===== config.mk =====
export PLATFORM = sky130hd
export DESIGN_NAME = cache_refill_writer_flat
export DESIGN_NICKNAME = d
export VERILOG_FILES = /design/src/rtl/cache_refill_writer_if.sv /design/src/rtl/cache_refill_writer.sv /design/src/flat_wrapper.sv
export SDC_FILE = /design/constraint.sdc
export NUM_CORES = 1
export LEC_CHECK = 0
export BUFFER_PORTS_ARGS = -buffer_cell sky130_fd_sc_hd__buf_2
export CORE_ASPECT_RATIO = 1.5
export CORE_UTILIZATION = 35
export CTS_CLUSTER_SIZE = 10
export DETAILED_ROUTE_END_ITERATION = 10
export GPL_ROUTABILITY_DRIVEN = 0
export SYNTH_ARGS = -nofsm -noshare
export SYNTH_HDL_FRONTEND = slang
export SYNTH_SLANG_ARGS = --single-unit

===== constraint.sdc =====
create_clock -name clk -period 2.8 [get_ports clk]
set_clock_uncertainty 0.05 [all_clocks]
set_input_delay 0.14 -clock clk [delete_from_list [all_inputs] [get_ports clk]]
set_output_delay 0.14 -clock clk [all_outputs]
set_load 0.01 [all_outputs]

===== src/rtl/cache_refill_writer_if.sv =====
// Bundles the refill-request, bus-beat, BRAM port-A and status signals of
// the cache refill writer. The engine uses the slave view; the requester,
// bus and BRAM side together form the master view.
interface cache_refill_writer_if #(
    parameter int LEN_DATA   = 32,
    parameter int LEN_ADDR   = 10,
    parameter int LINE_WORDS = 8
);
    localparam int OFS_W = $clog2(LINE_WORDS);
    localparam int IDX_W = LEN_ADDR - OFS_W;
    localparam int NB    = LEN_DATA / 8;

    // refill request
    logic                req_valid;
    logic                req_ready;
    logic [IDX_W-1:0]    req_index;
    logic [OFS_W-1:0]    req_offset;
    logic [NB-1:0]       req_wstrb;
    logic [LEN_DATA-1:0] req_wdata;

    // bus data beats
    logic                beat_valid;
    logic                beat_ready;
    logic [LEN_DATA-1:0] beat_data;
    logic                beat_last;

    // BRAM port A
    logic                bram_en;
    logic [NB-1:0]       bram_we;
    logic [LEN_ADDR-1:0] bram_addr;
    logic [LEN_DATA-1:0] bram_din;

    // pipeline forwarding and status
    logic                crit_valid;
    logic [LEN_DATA-1:0] crit_data;
    logic                done;
    logic                err;

    modport master (
        output req_valid, req_index, req_offset, req_wstrb, req_wdata,
        output beat_valid, beat_data, beat_last,
        input  req_ready, beat_ready,
        input  bram_en, bram_we, bram_addr, bram_din,
        input  crit_valid, crit_data, done, err
    );

    modport slave (
        input  req_valid, req_index, req_offset, req_wstrb, req_wdata,
        input  beat_valid, beat_data, beat_last,
        output req_ready, beat_ready,
        output bram_en, bram_we, bram_addr, bram_din,
        output crit_valid, crit_data, done, err
    );
endinterface


===== src/rtl/cache_refill_writer.sv =====
// Cache line refill engine. Takes one refill request per miss, writes a
// wrapping burst of bus beats into the data bank BRAM starting at the
// critical word, merges a pending store into that word and forwards it to
// the pipeline the cycle it is written.
module cache_refill_writer #(
    parameter int LEN_DATA   = 32,
    parameter int LEN_ADDR   = 10,
    parameter int LINE_WORDS = 8
) (
    input logic                   clk,
    input logic                   rst,
    cache_refill_writer_if.slave  bus
);
    localparam int OFS_W = $clog2(LINE_WORDS);
    localparam int IDX_W = LEN_ADDR - OFS_W;
    localparam int NB    = LEN_DATA / 8;

    localparam logic [0:0] S_IDLE = 1'b0;
    localparam logic [0:0] S_FILL = 1'b1;

    localparam logic [OFS_W:0] CNT_LAST = (OFS_W+1)'(LINE_WORDS - 1);
    localparam logic [OFS_W:0] CNT_ONE  = (OFS_W+1)'(1);

    logic [0:0]          state;
    logic [OFS_W:0]      cnt;
    logic [IDX_W-1:0]    idx_q;
    logic [OFS_W-1:0]    ofs_q;
    logic [NB-1:0]       wstrb_q;
    logic [LEN_DATA-1:0] wdata_q;

    logic [OFS_W-1:0]    word_ofs;
    logic [LEN_DATA-1:0] merged;
    logic                crit_beat;
    logic                last_slot;
    logic                term;

    // Handshake readiness depends on state only, never on the other side's valid.
    assign bus.req_ready  = (state == S_IDLE);
    assign bus.beat_ready = (state == S_FILL);

    // Wrapped word offset, store merge and burst-termination decode for the current beat.
    always_comb begin
        // NOTE: every output of this block gets a value before any condition, so no latch is inferred.
        word_ofs  = ofs_q + cnt[OFS_W-1:0];
        crit_beat = (cnt == '0);
        last_slot = (cnt == CNT_LAST);
        term      = bus.beat_last || last_slot;
        merged    = bus.beat_data;
        for (int b = 0; b < NB; b++) begin
            if (wstrb_q[b]) begin
                merged[8*b +: 8] = wdata_q[8*b +: 8];
            end
        end
    end

    // Request latch, beat counting and registered BRAM write / status outputs.
    always_ff @(posedge clk) begin
        // NOTE: state is updated with non-blocking assignments so every register samples pre-edge values.
        if (rst) begin
            state          <= S_IDLE;
            cnt            <= '0;
            idx_q          <= '0;
            ofs_q          <= '0;
            wstrb_q        <= '0;
            wdata_q        <= '0;
            bus.bram_en    <= 1'b0;
            bus.bram_we    <= '0;
            bus.bram_addr  <= '0;
            bus.bram_din   <= '0;
            bus.crit_valid <= 1'b0;
            bus.crit_data  <= '0;
            bus.done       <= 1'b0;
            bus.err        <= 1'b0;
        end else begin
            // Strobes default low; address, data and critical word hold.
            bus.bram_en    <= 1'b0;
            bus.bram_we    <= '0;
            bus.crit_valid <= 1'b0;
            bus.done       <= 1'b0;
            bus.err        <= 1'b0;
            case (state)
                S_IDLE: begin
                    if (bus.req_valid) begin
                        idx_q   <= bus.req_index;
                        ofs_q   <= bus.req_offset;
                        wstrb_q <= bus.req_wstrb;
                        wdata_q <= bus.req_wdata;
                        cnt     <= '0;
                        state   <= S_FILL;
                    end
                end
                S_FILL: begin
                    if (bus.beat_valid) begin
                        bus.bram_en   <= 1'b1;
                        bus.bram_we   <= '1;
                        bus.bram_addr <= {idx_q, word_ofs};
                        bus.bram_din  <= crit_beat ? merged : bus.beat_data;
                        cnt           <= cnt + CNT_ONE;
                        if (crit_beat) begin
                            bus.crit_valid <= 1'b1;
                            bus.crit_data  <= merged;
                        end
                        if (term) begin
                            bus.done <= 1'b1;
                            bus.err  <= !(bus.beat_last && last_slot);
                            state    <= S_IDLE;
                        end
                    end
                end
                default: state <= S_IDLE;
            endcase
        end
    end
endmodule


===== src/flat_wrapper.sv =====
// flat-port wrapper written by rule: the top's interface ports become plain ports
module cache_refill_writer_flat 
#(
    parameter int LEN_DATA   = 32,
    parameter int LEN_ADDR   = 10,
    parameter int LINE_WORDS = 8
)
  (clk, rst, bus_req_valid, bus_req_index, bus_req_offset, bus_req_wstrb, bus_req_wdata, bus_beat_valid, bus_beat_data, bus_beat_last, bus_req_ready, bus_beat_ready, bus_bram_en, bus_bram_we, bus_bram_addr, bus_bram_din, bus_crit_valid, bus_crit_data, bus_done, bus_err);
  cache_refill_writer_if #(.LEN_DATA(LEN_DATA), .LEN_ADDR(LEN_ADDR), .LINE_WORDS(LINE_WORDS)) bus_i ();
  input logic clk;
  input logic rst;
  input wire logic [$bits(bus_i.req_valid)-1:0] bus_req_valid;
  input wire logic [$bits(bus_i.req_index)-1:0] bus_req_index;
  input wire logic [$bits(bus_i.req_offset)-1:0] bus_req_offset;
  input wire logic [$bits(bus_i.req_wstrb)-1:0] bus_req_wstrb;
  input wire logic [$bits(bus_i.req_wdata)-1:0] bus_req_wdata;
  input wire logic [$bits(bus_i.beat_valid)-1:0] bus_beat_valid;
  input wire logic [$bits(bus_i.beat_data)-1:0] bus_beat_data;
  input wire logic [$bits(bus_i.beat_last)-1:0] bus_beat_last;
  output wire logic [$bits(bus_i.req_ready)-1:0] bus_req_ready;
  output wire logic [$bits(bus_i.beat_ready)-1:0] bus_beat_ready;
  output wire logic [$bits(bus_i.bram_en)-1:0] bus_bram_en;
  output wire logic [$bits(bus_i.bram_we)-1:0] bus_bram_we;
  output wire logic [$bits(bus_i.bram_addr)-1:0] bus_bram_addr;
  output wire logic [$bits(bus_i.bram_din)-1:0] bus_bram_din;
  output wire logic [$bits(bus_i.crit_valid)-1:0] bus_crit_valid;
  output wire logic [$bits(bus_i.crit_data)-1:0] bus_crit_data;
  output wire logic [$bits(bus_i.done)-1:0] bus_done;
  output wire logic [$bits(bus_i.err)-1:0] bus_err;
  assign bus_i.req_valid = bus_req_valid;
  assign bus_i.req_index = bus_req_index;
  assign bus_i.req_offset = bus_req_offset;
  assign bus_i.req_wstrb = bus_req_wstrb;
  assign bus_i.req_wdata = bus_req_wdata;
  assign bus_i.beat_valid = bus_beat_valid;
  assign bus_i.beat_data = bus_beat_data;
  assign bus_i.beat_last = bus_beat_last;
  assign bus_req_ready = bus_i.req_ready;
  assign bus_beat_ready = bus_i.beat_ready;
  assign bus_bram_en = bus_i.bram_en;
  assign bus_bram_we = bus_i.bram_we;
  assign bus_bram_addr = bus_i.bram_addr;
  assign bus_bram_din = bus_i.bram_din;
  assign bus_crit_valid = bus_i.crit_valid;
  assign bus_crit_data = bus_i.crit_data;
  assign bus_done = bus_i.done;
  assign bus_err = bus_i.err;
  cache_refill_writer #(.LEN_DATA(LEN_DATA), .LEN_ADDR(LEN_ADDR), .LINE_WORDS(LINE_WORDS)) u_core (.clk(clk), .rst(rst), .bus(bus_i));
endmodule

# After elaboration in Yosys (flattened, before gate mapping)
# Cells that the tools add are included.
# word_totals
register_bits	133
input_bits	83
output_inout_bits	84
# classes
addsub	2
eq_ne	3
mux	16
bitwise_logic	3
reduce_logical	11
# op_table
cell	n
$mux 32	1
$mux 8	4
$mux 4	3
$pmux 4 s2	1
$mux 1	6
$reduce_and 2->1	3
$add 4x1->4 const B	1
$eq 4x3->1 const B	1
$logic_not 4->1	1
$ne 2x2->1 const B	2
$reduce_or 4->1	1
$add 3x3->3	1
$not 1->1	3
$reduce_and 3->1	1
$reduce_or 3->1	1
$pmux 1 s2	1
$reduce_or 2->1	1
$logic_and 1x1->1	1
$logic_not 1->1	1
$logic_or 1x1->1	1

# Depth between registers and ports, before layout
# Gate-level depths: netlist of the first run.
# depth
depth_word	5
ltp_mapped	7
depth_no_buf	6

# Least setup slack after synthesis of the first run
# No wires, ideal clock.
# synth_timing
path_kind	reg2reg
from	register u_core.cnt[1]
to	register u_core.bus.crit_data[10]
setup_time_ps	134
arrival_ps	1405
required_ps	2616
setup_slack_ps	1211
path_stages_with_launch	8
period_less_slack_ps	1589
path_cell_list	dfxtp_1 > inv_1 > ha_1 > or3b_1 > buf_6 > nor2_4 > buf_2 > a211oi_1
# synth_via
elab_chain_cells	2
# synth_rtl
item	line	source
from (decl)	cache_refill_writer.sv:25	logic [OFS_W:0] cnt;
from (signal assigned)	cache_refill_writer.sv:98	cnt <= cnt + CNT_ONE;
$logic_not 4->1	cache_refill_writer.sv:45	crit_beat = (cnt == '0);
$reduce_and 3->1 (no line)	--	
to (signal assigned)	cache_refill_writer.sv:101	bus.crit_data <= merged;
to (decl)	cache_refill_writer_if.sv:52	output crit_valid, crit_data, done, err
# Every way passes these cells.
# A chain may end at the register's enable or synchronous reset.

# Final worst setup path of the first run
# layout_timing
from	register u_core.cnt[0]
to	register u_core.bus.bram_din[12]
# layout_via
elab_chain_cells	2
# layout_rtl
item	line	source
$logic_not 4->1	cache_refill_writer.sv:45	
$mux 32	cache_refill_writer.sv:97	bus.bram_din <= crit_beat ? merged : bus.beat_data;
to (signal assigned)	cache_refill_writer.sv:97	
to (decl)	cache_refill_writer_if.sv:51	output bram_en, bram_we, bram_addr, bram_din,
# Every way passes these cells.

==> metrics.md, run 1 <==
| Metric | Value |
|---|---|
| Fin nets | 861 |
| Setup TNS | 0 ns |
| Worst hold margin | 0.140 ns |
| Slowest CP cell | buf_4 |
| Worst reg-to-reg setup slack | 0.79 ns |
| Worst path arrival time | 2.25 ns |
| Per-cell routed wire length | 16.0 um |
| Minimum clock period | 2.01 ns |
| Total Wirelength | 15.8 mm |
| DP Wirelength | 10.4 mm |
| Period utilization | 0.719 |
| Final non-filler cell total | 982 |
| Yosys reg bits | 129 |
| Mapped Nets | 642 |
| CTS tree | done |
| Die area | 15,500 um2 |
| Commonest non-fill, non-tap cell in the layout | buf_2 |
| Max incr delay on CP | 0.50 ns |
| Initial antenna violation count | 0 |
| Post-synth top area share | 0.493 |
| Clock Latency Late Sink | 0.41 ns |
| Area Overhead vs Synth | 43.1% |
| Clk sinks | 129 |
| # DRC | 0 |
| Cells after DPL | 871 |
| Die height | 152 um |
| Final core occ | 0.514 |
| Commonest cells after routing, fill and taps aside | buf_2 (165), dfxtp_1 (129), nand2_1 (111) |
| PortBufs | 166 |
| Ant diodes | 0 |
| Final hold vios | 0 |
| P_leak | 3.13 nW |
| Achievable Freq | 0.497 GHz |
| Boundary Pins | 167 |
| Post-DP Area | 6140 um2 |
| # rows | 54 |
| Crit-path cells | inv_1 -> ha_1 -> or3b_2 -> buf_4 -> nor3_2 -> a221o_1 |
| Yosys synthesis warning count | 0 |
| Core region area | 14,600 um2 |
| Max Cap Viol | 0 |
| First-pass GRT wire length | 24.6 mm |
| Post-Syn Area | 5240 um2 |
| Yosys top cell by area | dfxtp_1 |
| TritonCTS buffer count | 17 |
| ANT nets after route | 0 |
| Gr ovfl total | 0 |
| Final setup viols | 0 |
| Largest net degree at the start of global routing | 56 |
| Number of global-route vias before repair | 4,982 |
| Clock Pin Slew Worst Setup and Hold Paths | 0.06 ns |
| Place WS | 0.813 ns |
| Final WS setup | 0.787 ns |
| Gr usage total | 0.208 |
| Starting Density | 0.359 |
| Pwr per Cell Area | 626 nW/um2 |
| H-Tree Depth | 4 |
| Worst slew pin tran | 0.907 ns |
| Max VDD drop | 0.413 mV |
| Sequential cell area fraction in the yosys report | 0.493 |
| RSZ-0062 raised after global routing | false |
| Max-slew violations | 0 |
| Main area contributors after synthesis | dfxtp_1 (49%), a21oi_1 (8.7%), nand2_1 (8.0%) |
| Die boundary width | 102 um |
| Power Total | 4.69 mW |
| CP endpoint kind | flop |
| Initial drt markers | 174 |
| Syn Area/Cell | 9.44 um2 |
| CP Launch Type | flop |
| Vias/cell | 5.01 |
| Postcts setup bufs | 0 |
| Cells after Synth | 555 |
| Drt pass-1 iters | 4 |
| Run status | finished, final reports clean |
| Slew margin rel. | 0.394 |
| CTS Buffer Depth | 2 |
| Design area | 7500 um2 |
| Fraction of layout cells with a size suffix above 1 | 0.312 |
| Hold crit path type | in -> reg |
| Crit path max fanout | 33 |
| Via count | 4,918 |
| WS Path Type | reg -> reg |
| CP required | 3.04 ns |
| Clock root cell | clkbuf_16 |
| Yosys cell types | 32 |
[timing repair]
action	4_1_cts	5_1_grt
gates resized for setup	0	0
hold buffers	80	0
hold endpoints to repair	80	0
[routing by layer]
metal | part of all wire | global-route usage | vias up | wire length (um)
met5 | 0 | 0 | - | 0
met4 | 0.034 | 0.103 | 0 | 531
met3 | 0.052 | 0.0524 | 36 | 826
met2 | 0.51 | 0.364 | 154 | 8030
met1 | 0.40 | 0.227 | 2320 | 6380
li1 | - | - | 2408 | -
[cell type report]
cell class | instances | area [um2]
fillers | 1430 | 7100
well taps | 196 | 245
multi-input cells | 363 | 2350
flip-flops and latches | 129 | 2580
repair buffers | 256 | 1730
clock inverters | 10 | 86.3
clock buffers | 21 | 470
inverters | 7 | 26.3
[cells by family (layout without fill, tap and decap cells)]
family	after synthesis	in the layout	share of synthesized area
compound gates	158	158	0.198
xor+xnor	3	3	0.00502
mux	34	34	0.0654
buf+inv	63	294	0.0616
simple gates	164	164	0.166
fa+ha+maj	4	4	0.0110
flops	129	129	0.493
[worst paths after layout]
path	cells past startpoint	from	to
setup / recovery	6	u_core.cnt[0]	u_core.bus.bram_din[12]
hold reg to reg	2	u_core.idx_q[3]	u_core.bus.bram_addr[6]
setup reg to reg	6	u_core.cnt[0]	u_core.bus.bram_din[12]
hold / removal	2	rst	u_core.cnt[1]
[flip-flops by register name, summed over array words and instances, names as in the netlist]
register,cells
u_core.bus.err,1
u_core.bus.done,1
u_core.bus.crit_data,32
u_core.bus.bram_addr,10
u_core.wdata_q,32
u_core.bus.bram_din,32
u_core.bus.beat_ready,1
u_core.bus.crit_valid,1
u_core.bus.bram_we,1
u_core.wstrb_q,4
u_core.idx_q,7
u_core.cnt,4
u_core.ofs_q,3
[worst max-delay path: cells and delay by family (launching register included)]
| kind | cells | cell delay [ns] |
|---|---|---|
| compound gates | 1 | 0.29 |
| fa+ha+maj | 1 | 0.22 |
| buf+inv | 2 | 0.59 |
| flops | 1 | 0.40 |
| simple gates | 2 | 0.33 |
[Yosys cell counts]
library cell / n
a211oi_1: 35
a21oi_1: 91
a221o_1: 32
and2_1: 1
buf_1: 4
buf_2: 21
buf_4: 6
buf_6: 5
clkbuf_1: 20
dfxtp_1: 129
fa_1: 1
ha_1: 3
inv_1: 7
mux2_1: 1
mux2_2: 1
mux2i_1: 32
nand2_1: 111
nand2b_1: 1
nand3_1: 2
nand3b_1: 1
nand3b_4: 1
nand4_1: 1
nor2_1: 7
nor2_2: 1
nor2_4: 1
nor2b_1: 1
nor3_1: 4
nor3_2: 29
nor3b_1: 1
nor3b_4: 1
or3b_1: 1
xnor2_1: 3
[report_power, final]
| group | total (mW) | internal [mW] | switching [mW] |
|---|---|---|---|
| registers | 2.01 | 1.94 | 0.0749 |
| logic | 0.597 | 0.281 | 0.316 |
| clock network | 2.08 | 1.28 | 0.805 |
| total | 4.69 | 3.50 | 1.20 |
(Power assumes the default switching activity.)
==> inputs of run 2 (changes only) <==
- clock period: 2.8 -> 1.87 ns (I/O delays scaled with it)
==> metrics.md, run 2 (synthesis results as in run 1) <==
| Metric | Value |
|---|---|
| Run status | finished, final reports clean |
| Die height | 152 um |
| Max-slew violations | 0 |
| Largest net degree at the start of global routing | 50 |
| Worst path arrival time | 1.97 ns |
| Final WS setup | 0.160 ns |
| WHS Path Cells | 4 |
| DP Wirelength | 10.9 mm |
| Design area | 7690 um2 |
| Worst hold margin | 0.209 ns |
| Slew margin rel. | 0.611 |
| Starting Density | 0.359 |
| Worst min-delay path endpoint | u_core.bus.bram_we[2] |
| Max Cap Viol | 0 |
| Top flop regs | u_core.bus.bram_din: 32 flops, u_core.bus.crit_data: 32 flops, u_core.wdata_q: 32 flops |
| TritonCTS buffer count | 17 |
| Die area | 15,500 um2 |
| CP endpoint kind | flop |
| Gr usage total | 0.218 |
| Drt pass-1 iters | 4 |
| Vias/cell | 5.03 |
| Gr ovfl total | 0 |
| Post-DP Area | 6290 um2 |
| Final setup viols | 0 |
| Commonest cells after routing, fill and taps aside | buf_2 (165), dfxtp_1 (128), nand2_1 (111) |
| Worst reg-to-reg setup slack | 0.16 ns |
| Reg2reg path depth | 6 |
| Setup TNS | 0 ns |
| Achievable Freq | 0.585 GHz |
| Via count | 5,027 |
| WS Path Type | reg -> reg |
| Power Total | 7.24 mW |
| # DRC | 0 |
| CP required | 2.13 ns |
| FF-to-FF Start | u_core.cnt[1] |
| Postcts setup bufs | 0 |
| Cells after DPL | 886 |
| ANT nets after route | 0 |
| Final core occ | 0.527 |
| Crit path max fanout | 32 |
| H-Tree Depth | 4 |
| Clock root cell | clkbuf_16 |
| Commonest non-fill, non-tap cell in the layout | buf_2 |
| Area Overhead vs Synth | 46.8% |
| CTS Buffer Depth | 2 |
| Fraction of layout cells with a size suffix above 1 | 0.327 |
| Worst slew pin tran | 0.583 ns |
| Die boundary width | 102 um |
| Initial antenna violation count | 3 |
| Max VDD drop | 0.502 mV |
| Hold crit path type | in -> reg |
| Clk sinks | 129 |
| R2r endpoint | u_core.bus.crit_data[19] |
| Boundary Pins | 167 |
| Minimum clock period | 1.71 ns |
| Pwr per Cell Area | 942 nW/um2 |
| Clock Pin Slew Worst Setup and Hold Paths | 0.06 ns |
| Initial drt markers | 182 |
| Core region area | 14,600 um2 |
| Number of global-route vias before repair | 5,263 |
| RSZ-0062 raised after global routing | false |
| Place WS | 0.0490 ns |
| # rows | 54 |
| CTS tree | done |
| Period utilization | 0.915 |
| Fin nets | 876 |
| Final hold vios | 0 |
| PortBufs | 166 |
| Final non-filler cell total | 1,000 |
| P_leak | 3.23 nW |
| CP Launch Type | flop |
| Per-cell routed wire length | 16.1 um |
| Total Wirelength | 16.1 mm |
| Clock Latency Late Sink | 0.41 ns |
| First-pass GRT wire length | 26.1 mm |
| HP Start | bus_beat_valid |
-- run 2: changes by cell type in the layout (fill, tap and decap cells not counted) --
cell,delta
or3b_2,-1
bufinv_16,+1
diode_2,+2
or3b_4,+1
dfxtp_2,+1
clkbuf_8,+1
buf_4,+12
clkinv_4,-1
buf_12,+3
dfxtp_1,-1
-- run 2: per-layer routing --
metal,global-route usage,share of wire,vias to the layer above
met2,0.383,0.52,166
met4,0.108,0.039,2
met5,0,0.00062,-
li1,-,-,2439
met3,0.0446,0.037,49
met1,0.244,0.41,2371
-- run 2: timing repair --
action                                  4_1_cts  5_1_grt
endpoints found under the hold margin        81        0
hold buffers                                 80        0
resized for setup                             0        2
endpoints found under the setup margin        0       54
-- run 2: layout make-up --
cell class | count | area [um2]
Sequential cell | 129 | 2580
Timing Repair Buffer | 271 | 1880
Tap cell | 196 | 245
Multi-Input combinational cell | 363 | 2350
Clock buffer | 22 | 484
Fill cell | 1389 | 6900
Antenna cell | 2 | 5.00
Clock inverter | 10 | 108
Inverter | 7 | 26.3
-- run 2: how the worst max path moves through the flow --
stage | startpoint | end | slack [ns] | cells past startpoint
after global placement | u_core.cnt[1] | u_core.bus.crit_data[26] | 0.09 | 6
after detailed placement | u_core.cnt[1] | u_core.bus.bram_din[28] | 0.05 | 6
after global routing | u_core.cnt[1] | u_core.bus.crit_data[9] | 0.06 | 6
final | u_core.cnt[1] | u_core.bus.crit_data[19] | 0.16 | 6
after CTS | u_core.cnt[1] | u_core.bus.bram_din[28] | 0.04 | 6
after floorplan | u_core.cnt[1] | u_core.bus.crit_data[10] | 0.28 | 7
-- run 2: critical path, stage by stage, from the launching register on --
cell      delay, ns
dfxtp_1        0.33
inv_1          0.10
ha_1           0.16
nor3b_4        0.21
buf_4          0.37
a21oi_1        0.12
a211oi_1       0.26
-- run 2: where the power goes --
| group | total [mW] | switching (mW) | internal (mW) | leakage [nW] |
|---|---|---|---|---|
| registers | 3.01 | 0.106 | 2.90 | 1.05 |
| logic | 0.939 | 0.490 | 0.449 | 1.88 |
| clock network | 3.30 | 1.20 | 2.09 | 0.288 |
| total | 7.24 | 1.80 | 5.44 | 3.23 |
==> inputs of run 3 (changes only) <==
- CORE_UTILIZATION: 35 -> 50
- PLACE_DENSITY: unset -> 0.79
==> metrics.md, run 3 (synthesis results as in run 1) <==
| Metric | Value |
|---|---|
| Slowest CP cell | a211oi_1 |
| CP Launch Type | flop |
| Ant diodes | 0 |
| Initial antenna violation count | 0 |
| Achievable Freq | 0.573 GHz |
| Worst slew pin tran | 0.679 ns |
| Max-slew violations | 0 |
| Final WS setup | 0.126 ns |
| Starting Density | 0.517 |
| ANT nets after route | 0 |
| Commonest non-fill, non-tap cell in the layout | buf_2 |
| Max Cap Viol | 0 |
| DR top layer | met4 |
| Routed length on met2 | 8.45 mm |
| # DRC | 0 |
| CP required | 2.12 ns |
| Crit path max fanout | 32 |
| Worst hold margin | 0.207 ns |
| WS Path Type | reg -> reg |
| Die boundary width | 85.6 um |
| TritonCTS buffer count | 17 |
| Number of global-route vias before repair | 5,329 |
| Area Overhead vs Synth | 44.3% |
| Vias/cell | 5.65 |
| Core region area | 10,100 um2 |
| WHS Path Cells | 4 |
| Max incr delay on CP | 0.33 ns |
| Gr ovfl total | 0 |
| RSZ-0062 raised after global routing | false |
| PortBufs | 166 |
| Worst path arrival time | 1.99 ns |
| Per-cell routed wire length | 17.6 um |
| Top flop regs | u_core.bus.bram_din: 32 flops, u_core.bus.crit_data: 32 flops, u_core.wdata_q: 32 flops |
| Final setup viols | 0 |
| Slew margin rel. | 0.547 |
| Commonest cells after routing, fill and taps aside | buf_2 (165), dfxtp_1 (129), nand2_1 (111) |
| Pwr per Cell Area | 947 nW/um2 |
| Place WS | -0.0314 ns |
| Setup TNS | 0 ns |
| Clock Pin Slew Worst Setup and Hold Paths | 0.05 ns |
| HP Start | bus_beat_valid |
| Met3 wire length | 995 um |
| Hold crit path type | in -> reg |
| Postcts setup bufs | 0 |
| H-Tree Depth | 4 |
| FF-to-FF Start | u_core.cnt[0] |
| Via count | 5,173 |
| Clock Latency Late Sink | 0.41 ns |
| CTS tree | done |
| Clk sinks | 129 |
| Run status | finished, final reports clean |
| Gr usage total | 0.303 |
| # rows | 45 |
| Final core occ | 0.746 |
| Worst min-delay path endpoint | u_core.cnt[2] |
| Final hold vios | 0 |
| CTS Buffer Depth | 2 |
| DP Wirelength | 9.52 mm |
| Die height | 127 um |
| Reg2reg path depth | 6 |
| P_leak | 3.22 nW |
| Fraction of layout cells with a size suffix above 1 | 0.318 |
| Power Total | 7.15 mW |
| Largest net degree at the start of global routing | 93 |
| Fin nets | 874 |
| Met1 Routed Length | 5.95 mm |
| Total Wirelength | 16.1 mm |
| Boundary Pins | 167 |
| Initial drt markers | 289 |
| Worst reg-to-reg setup slack | 0.13 ns |
| Minimum clock period | 1.74 ns |
| Period utilization | 0.933 |
| R2r endpoint | u_core.bus.crit_data[8] |
| CP endpoint kind | flop |
| First-pass GRT wire length | 25.5 mm |
| Crit-path cells | inv_1 -> ha_1 -> nor3b_4 -> buf_6 -> a21oi_1 -> a211oi_1 |
| Clock root cell | clkbuf_16 |
| Drt pass-1 iters | 5 |
| Die area | 10,900 um2 |
| Max VDD drop | 0.724 mV |
==> run 3: cell type report <==
class	count	area [um2]
sequential	129	2580
fill	716	2580
multi-input combinational	363	2360
timing repair buffer	269	1870
clock buffer	24	492
tap	117	146
clock inverter	6	80.1
inverter	7	26.3
==> run 3: what timing repair did <==
| action | in CTS | in global routing |
|---|---|---|
| hold endpoints to repair | 83 | 0 |
| setup endpoints to repair | 17 | 5 |
| resized for setup | 1 | 5 |
| hold buffers | 81 | 0 |
| pin swaps | 0 | 0 |
| gates cloned | 0 | 0 |
==> run 3: how the worst max path moves through the flow <==
stage	slack, ns	from	end
floorplan	0.28	u_core.cnt[1]	u_core.bus.crit_data[10]
global placement	0.03	u_core.cnt[0]	u_core.bus.bram_din[5]
detailed placement	-0.03	u_core.cnt[1]	u_core.bus.bram_din[7]
CTS	0.09	rst	u_core.cnt[3]
global route	0.03	u_core.cnt[0]	u_core.bus.crit_data[8]
finish	0.13	u_core.cnt[0]	u_core.bus.crit_data[8]
==> run 3: critical path: cells and delay by family (launching register included) <==
| kind | cells | cell delay [ns] |
|---|---|---|
| buf+inv | 2 | 0.39 |
| flops | 1 | 0.31 |
| compound gates | 2 | 0.47 |
| simple gates | 1 | 0.25 |
| fa+ha+maj | 1 | 0.16 |
==> run 3: metal layers <==
layer	vias to the layer above	GRT usage
met5	-	0
met4	0	0.192
met3	65	0.0711
met2	258	0.542
met1	2421	0.315
li1	2429	-
==> run 3: power breakdown <==
group | total, mW | internal, mW | leakage [nW] | switching [mW]
registers | 3.01 | 2.90 | 1.05 | 0.104
logic | 0.949 | 0.445 | 1.88 | 0.504
clock network | 3.20 | 2.08 | 0.286 | 1.12
total | 7.15 | 5.43 | 3.22 | 1.73
==> run 3: per-stage QoR <==
step / instances / instance area, um2
floorplan: 555 / 5240
global placement: 804 / 6150
detailed placement: 804 / 6150
CTS: 915 / 7540
global route: 915 / 7560
finish: 915 / 7560
